File: config.mk
export PLATFORM = sky130hd
export DESIGN_NAME = mem_port_arbiter
export DESIGN_NICKNAME = d
export VERILOG_FILES = /design/src/rtl/mem_port_arbiter.sv
export SDC_FILE = /design/constraint.sdc
export NUM_CORES = 1
export LEC_CHECK = 0
export BUFFER_PORTS_ARGS = -buffer_cell sky130_fd_sc_hd__buf_4
export CAP_MARGIN = 15
export CORE_UTILIZATION = 25
export DETAILED_ROUTE_END_ITERATION = 12
export PLACE_DENSITY = 0.55
export SETUP_SLACK_MARGIN = 0.02
export SLEW_MARGIN = 20
export SYNTH_ARGS = -nofsm -noshare
export SYNTH_HDL_FRONTEND = slang
export SYNTH_SLANG_ARGS = --single-unit
File: constraint.sdc
create_clock -name clock -period 2.3 [get_ports clock]
set_input_delay 0.23 -clock clock [delete_from_list [all_inputs] [get_ports clock]]
set_output_delay 0.23 -clock clock [all_outputs]
set_load 0.05 [all_outputs]
File: src/rtl/mem_port_arbiter.sv
// mem_port_arbiter
// Shares one single-ported unified instruction/data RAM between the IF stage
// (instruction fetch) and the MEM stage (lw/sw) of a 5-stage MIPS pipeline.
// Each access owns the RAM for MEM_LATENCY busy cycles, then the owner gets a
// one-cycle ready pulse with registered read data. Stall outputs feed the
// hazard unit (PCWrite / IF/ID write / pipeline freeze).
//
// Optional build macro MEM_ARB_FAIR_EN: when defined, simultaneous requests
// alternate between IF and DM using a last_owner flag. When undefined, the
// MEM stage (older instruction) always wins a tie.
//
// Handshake: a requester raises its request and holds it (with stable
// address/data for the sampling edge) until its ready pulse. Requests are
// sampled only in IDLE; address, write data and write enable are latched at
// grant, so the request inputs may change freely once the access is BUSY.
// Ready is a one-cycle pulse in the DONE cycle and is not back-pressured.

module mem_port_arbiter #(
  parameter int MEM_LATENCY = 2,
  parameter int ADDR_W      = 32,
  parameter int DATA_W      = 32
) (
  input  logic              clock,
  input  logic              reset,
  // instruction fetch port
  input  logic              if_req,
  input  logic [ADDR_W-1:0] if_addr,
  output logic [DATA_W-1:0] if_rdata,
  output logic              if_ready,
  // data memory port
  input  logic              dm_read,
  input  logic              dm_write,
  input  logic [ADDR_W-1:0] dm_addr,
  input  logic [DATA_W-1:0] dm_wdata,
  output logic [DATA_W-1:0] dm_rdata,
  output logic              dm_ready,
  // pipeline stalls
  output logic              stall_if,
  output logic              stall_mem,
  // RAM side
  output logic              ram_en,
  output logic              ram_we,
  output logic [ADDR_W-1:0] ram_addr,
  output logic [DATA_W-1:0] ram_wdata,
  input  logic [DATA_W-1:0] ram_rdata,
  // debug view of the sequencer state
  output logic [1:0]        dbg_state
);

  typedef enum logic [1:0] {
    S_IDLE = 2'd0,
    S_BUSY = 2'd1,
    S_DONE = 2'd2
  } state_t;

  localparam logic [3:0] LAT_LOAD = 4'(MEM_LATENCY);

  if (MEM_LATENCY < 1 || MEM_LATENCY > 15) begin : g_bad_latency
    $error("mem_port_arbiter: MEM_LATENCY must be in 1..15");
  end

  state_t     r_state;
  logic [3:0] r_cnt;
  logic       r_owner;      // 0 = IF owns the RAM, 1 = DM owns the RAM

  logic       w_dm_req;
  logic       w_any_req;
  logic       w_grant_dm;

  assign w_dm_req  = dm_read | dm_write;
  assign w_any_req = if_req | w_dm_req;

`ifdef MEM_ARB_FAIR_EN
  logic r_last_owner;       // owner of the most recent grant

  // On a tie, grant whoever did not win last time; a lone request always wins.
  assign w_grant_dm = w_dm_req & (~if_req | ~r_last_owner);

  // Remember who was granted so the next tie goes the other way.
  always_ff @(posedge clock or negedge reset) begin
    if (!reset) begin
      r_last_owner <= 1'b0;
    end else if (r_state == S_IDLE && w_any_req) begin
      r_last_owner <= w_grant_dm;
    end
  end
`else
  // The MEM-stage instruction is older, so DM wins any tie.
  assign w_grant_dm = w_dm_req;
`endif

  // Sequencer: arbitrate in IDLE, count the RAM latency in BUSY, pulse ready in DONE.
  always_ff @(posedge clock or negedge reset) begin
    if (!reset) begin
      r_state   <= S_IDLE;
      r_cnt     <= 4'd0;
      r_owner   <= 1'b0;
      if_rdata  <= '0;
      dm_rdata  <= '0;
      if_ready  <= 1'b0;
      dm_ready  <= 1'b0;
      ram_en    <= 1'b0;
      ram_we    <= 1'b0;
      ram_addr  <= '0;
      ram_wdata <= '0;
    end else begin
      // pulses default low; ram_addr/ram_wdata/ram_we hold between accesses
      if_ready <= 1'b0;
      dm_ready <= 1'b0;
      ram_en   <= 1'b0;
      case (r_state)
        S_IDLE: begin
          if (w_any_req) begin
            r_owner   <= w_grant_dm;
            ram_addr  <= w_grant_dm ? dm_addr : if_addr;
            ram_wdata <= dm_wdata;
            // read+write together is treated as a write
            ram_we    <= w_grant_dm & dm_write;
            ram_en    <= 1'b1;
            r_cnt     <= LAT_LOAD;
            r_state   <= S_BUSY;
          end
        end
        S_BUSY: begin
          r_cnt <= r_cnt - 4'd1;
          if (r_cnt == 4'd1) begin
            // ram_rdata is valid in the last busy cycle; stores leave rdata alone
            if (!ram_we) begin
              if (r_owner) begin
                dm_rdata <= ram_rdata;
              end else begin
                if_rdata <= ram_rdata;
              end
            end
            if (r_owner) begin
              dm_ready <= 1'b1;
            end else begin
              if_ready <= 1'b1;
            end
            r_state <= S_DONE;
          end
        end
        S_DONE: begin
          // no arbitration here; the next request is sampled in IDLE
          r_state <= S_IDLE;
        end
        default: begin
          r_state <= S_IDLE;
        end
      endcase
    end
  end

  // A stage stalls while its request is outstanding, and releases in its ready cycle.
  assign stall_if  = if_req & ~if_ready;
  assign stall_mem = w_dm_req & ~dm_ready;

  assign dbg_state = r_state;

  a_one_ready : assert property (@(posedge clock) disable iff (!reset)
    !(if_ready && dm_ready));

  a_en_in_busy : assert property (@(posedge clock) disable iff (!reset)
    ram_en |-> (r_state == S_BUSY));

endmodule

# After elaboration in Yosys (flattened, before gate mapping)
# Cells that the tools add are included.
dict set report op_classes {
  addsub 1
  eq_ne 4
  n_mux 14
  bitwise 9
  reduce_logical 7
}
# op n
set op_table {}
lappend op_table {{2-to-1 mux 32 bit} 1}
lappend op_table {{2-to-1 mux 1 bit} 8}
lappend op_table {{one-hot mux 4 bit (2 select lines)} 1}
lappend op_table {{AND reduction 4 bit} 2}
lappend op_table {{AND reduction 2 bit} 3}
lappend op_table {{equality test 4 x 1 -> 1 bit (second input constant)} 1}
lappend op_table {{2-to-1 mux 2 bit} 2}
lappend op_table {{2-to-1 mux 4 bit} 1}
lappend op_table {{!= test 2 bit (second input constant)} 2}
lappend op_table {{NOT 1 bit} 4}
lappend op_table {{one-hot mux 2 bit (2 select lines)} 1}
lappend op_table {{subtractor 4 x 1 -> 4 bit (second input constant)} 1}
lappend op_table {{AND 1 bit} 3}
lappend op_table {{equality test 2 x 1 -> 1 bit (second input constant)} 1}
lappend op_table {{logical NOT 2 bit} 1}
lappend op_table {{OR 1 bit} 2}
lappend op_table {{nonzero test 2 bit} 1}
dict set report totals {
  reg_bits 139
  output_inout_bits 136
  wordCells 46
}

# Depth between registers and ports, before layout
dict set report logic_depth {
  ltp_word 4
  depth_mapped 7
  depth_no_buf 5
}

# Least setup slack after synthesis
# Ideal clock, no wire load.
dict set report synth_timing {
  kind {reg2reg}
  startpoint {reg r_state[0], in the netlist dbg_state[0]}
  endpoint {reg if_rdata[1]}
  arrival_ps 1745
  t_required_ps 2172
  setup_slack_ps 427
  stages_incl_launch_ff 6
  synth_period_minus_slack_ps 1873
  cell_sequence {dfrtp_1 > nor2b_1 > clkbuf_1 > nand3_2 > buf_4 > mux2_1}
}
dict set report synth_between {
  elab_chain_len 2
}
# element line_no
set synth_lines {}
lappend synth_lines {{from (decl)} 62} ;# state_t r_state;
lappend synth_lines {{from (signal assigned)} 95} ;# r_state <= S_IDLE;
lappend synth_lines {{from (signal assigned)} 121} ;# r_state <= S_BUSY;
lappend synth_lines {{from (signal assigned)} 140} ;# r_state <= S_DONE;
lappend synth_lines {{equality test 2 x 1 -> 1 bit} 111} ;# case (r_state)
lappend synth_lines {{AND reduction 4 bit (no line)} -}
lappend synth_lines {{to (signal assigned)} 132} ;# if_rdata <= ram_rdata;
lappend synth_lines {{to (decl)} 28} ;# output logic [DATA_W-1:0] if_rdata,
# No other way between the ends.
# A chain may end at the register's enable or synchronous reset.

# Worst setup path in the final report
dict set report layout_timing {
  startpoint {reg r_cnt[1]}
  endpoint {reg if_rdata[2]}
}
dict set report layout_between {
  elab_chain_len 2
}
# element line_no
set layout_lines {}
lappend layout_lines {{from (decl)} 63} ;# logic [3:0] r_cnt;
lappend layout_lines {{from (signal assigned)} 125} ;# r_cnt <= r_cnt - 4'd1;
lappend layout_lines {{equality test 4 x 1 -> 1 bit} 126} ;# if (r_cnt == 4'd1) begin
lappend layout_lines {{AND reduction 4 bit (no line)} -}
# No other way between the ends.

==> results.tsv <==
metric	value	unit
Core Box Area	22600	sq um
syn nets	487	
largest net degree at the start of global routing	63	
residual DRC count	0	
Setup Skew	7.50	ps
worst path cell trace	inv_1 -> ha_1 -> nor3b_2 -> nand3_2 -> buf_4 -> mux2_1	
DP HPWL	11000	microns
RSZ-0062 raised after global routing	no	
Sum Neg Setup Slack	0	ps
global-route wire length before repair	23700	microns
drt via density	4.22	
Placer Congestion	0.721	
vias in the first global route	4391	
Worst Hold Path EP	dm_rdata[21]	
ANT cells	0	
area share of the largest cell type after synthesis	60.7	%
Post-CTS Repair Setup Buffers	0	
CTS HTree Levels	4	
clk_lat worst skew	410	ps
crit end category	register	
mapped cell area	5730	sq um
drt total wl	15000	microns
gr ovfl total	0	
reg2reg end	if_rdata[2]	
slowest CP cell	dfrtp_1	
Port Buffers	268	
Max-Cap Viols	0	
Synth Instances	352	
Slew Limit Fails	0	
hold crit path type	in -> reg	
hold_sp	ram_rdata[21]	
Hold Vio Cnt, Final	0	
IO Count	269	
Slew HR	64.0	%
CP startpoint kind	register	
leading area contributor after synthesis	dfrtp_1	
TritonCTS buffer count	17	
chip height	153	microns
minimum clock period	1890	ps
CTS Sinks	139	
distinct cell type count after synthesis	30	
Reg clk slew, reported paths	60	ps
post-cts sizing count	0	
CTS tree	done	
Final nets	765	
drt first pass iters	4	
r2r setup slk	410	ps
outcome	finished, final reports clean	
syn_area_per_cell	16.3	sq um
die area	23500	sq um
Post-DRT Antenna Nets	0	
Setup CP Type	reg -> reg	
Tightest Pin Transition	539	ps
layout cell share with drive strength beyond 1	72.8	%
register bit total from synthesis	139	
hold path depth	2	
starting density of the core	25.4	%
top cells by area, synth	dfrtp_1 61%, mux2_2 28%, mux2_4 4.2%, buf_6 1.4%, mux2_1 0.59%	
Final Cell Area	8670	sq um
Worst path max stage delay	390	ps
Post-CTS Hold Buffers	1	
final period utilization	82.3	%
dpl cell area	8060	sq um
Placed Cells	895	
clock buffer depth	2	
GRT Util Overall	13.0	%
Yosys warnings	0	
drt initial violations	96	
fmax	0.528	GHz
Final Core Density	38.4	%
Final Non-Filler Cells	928	
final setup fails	0	
row count	55	
Crit path arrival time	2180	ps
Clock Tree Root	clkbuf_16	
via count	3917	
reg2reg path depth	6	
Layout area overhead	51.2	%
initial antenna violation count	0	
Critical R2R Launch	r_cnt[1]	
wire length per cell	16.1	microns
sequential-to-total area share from yosys stat	60.7	%
width of the die	153	microns
CP max FO	32	
Req. time, crit path	2580	ps
-- cell type report --
cell class	count	area [sq um]
fill	2158	13900
sequential	139	3480
timing repair buffer	277	2120
multi-input combinational	192	2100
clock buffer	21	450
tap	285	357
clock inverter	11	145
inverter	3	11.3
-- critical path: cells and delay by family (launching register included) --
family | cells | cell delay (ps)
multiplexers | 1 | 370
AND/OR/NAND/NOR | 2 | 480
adder cells (fa/ha/maj) | 1 | 130
flip-flops | 1 | 390
buffers and inverters | 2 | 390
-- synthesized netlist by cell type, drive strengths merged --
cell type	n
ha	2
and2	1
nor3b	1
clkbuf	2
or2	1
nand2	4
xor2	1
mux2	161
nand3	1
dfrtp	139
nor2	4
a22oi	1
and3	1
nand3b	1
nor2b	4
o21ai	3
buf	16
o22ai	1
inv	3
a22o	1
nor3	1
xnor2	1
nand2b	1
nand4b	1
-- per-stage QoR --
stage                     hold slack (ps)  worst slack [ps]
final                                46.5               407
after global routing                 27.5               227
after CTS                            26.1               380
after detailed placement              227               394
after global placement                214               432
after floorplan                     -65.6               427
-- worst max path at each step --
stage                   endpoint  slack [ps]          from  cells after the start
floorplan            if_rdata[1]         430  dbg_state[0]                      5
global placement    dm_rdata[21]         430      r_cnt[1]                      6
detailed placement   if_rdata[2]         390      r_cnt[1]                      6
CTS                  if_rdata[2]         380      r_cnt[1]                      6
global route        dm_rdata[21]         230      r_cnt[1]                      6
finish               if_rdata[2]         410      r_cnt[1]                      6
-- sequential cells by signal (all words and copies together) (netlist names) --
name / flops
dbg_state: 2
dm_rdata: 32
dm_ready: 1
if_rdata: 32
if_ready: 1
r_cnt: 4
r_owner: 1
ram_addr: 32
ram_en: 1
ram_wdata: 32
ram_we: 1
-- metal layers --
metal  routed length, microns  GRT usage, %
met5                        0             0
met3                      984          4.91
met1                     5630          14.0
met4                      133          3.14
met2                     8230          24.0
-- cell families after synthesis --
group                      synth area share (%)
xor gates and xnor gates                  0.306
and+or+nand+nor                            2.42
AOI/OAI and AO/OA                         0.852
adders and majority gates                 0.437
buffers and inverters                      2.62
muxes                                      32.7
DFF                                        60.7
-- cell usage in the layout, fill, tap and decap left out, types with 2 or more instances in the layout --
cell and instances:
buf_12 3, buf_4 272, bufinv_16 3, clkbuf_1 3, clkbuf_16 17, clkinv_2 3
clkinv_4 2, clkinvlp_4 3, dfrtp_1 139, ha_1 2, inv_1 2, mux2_1 3
mux2_2 142, mux2_4 16, nand2_1 4, nor2_1 4, nor2b_1 4, o21ai_0 2
Power is left out: the tool's default activity adds up to more than one toggle a clock period on the data nets, which glitch-free logic cannot reach.
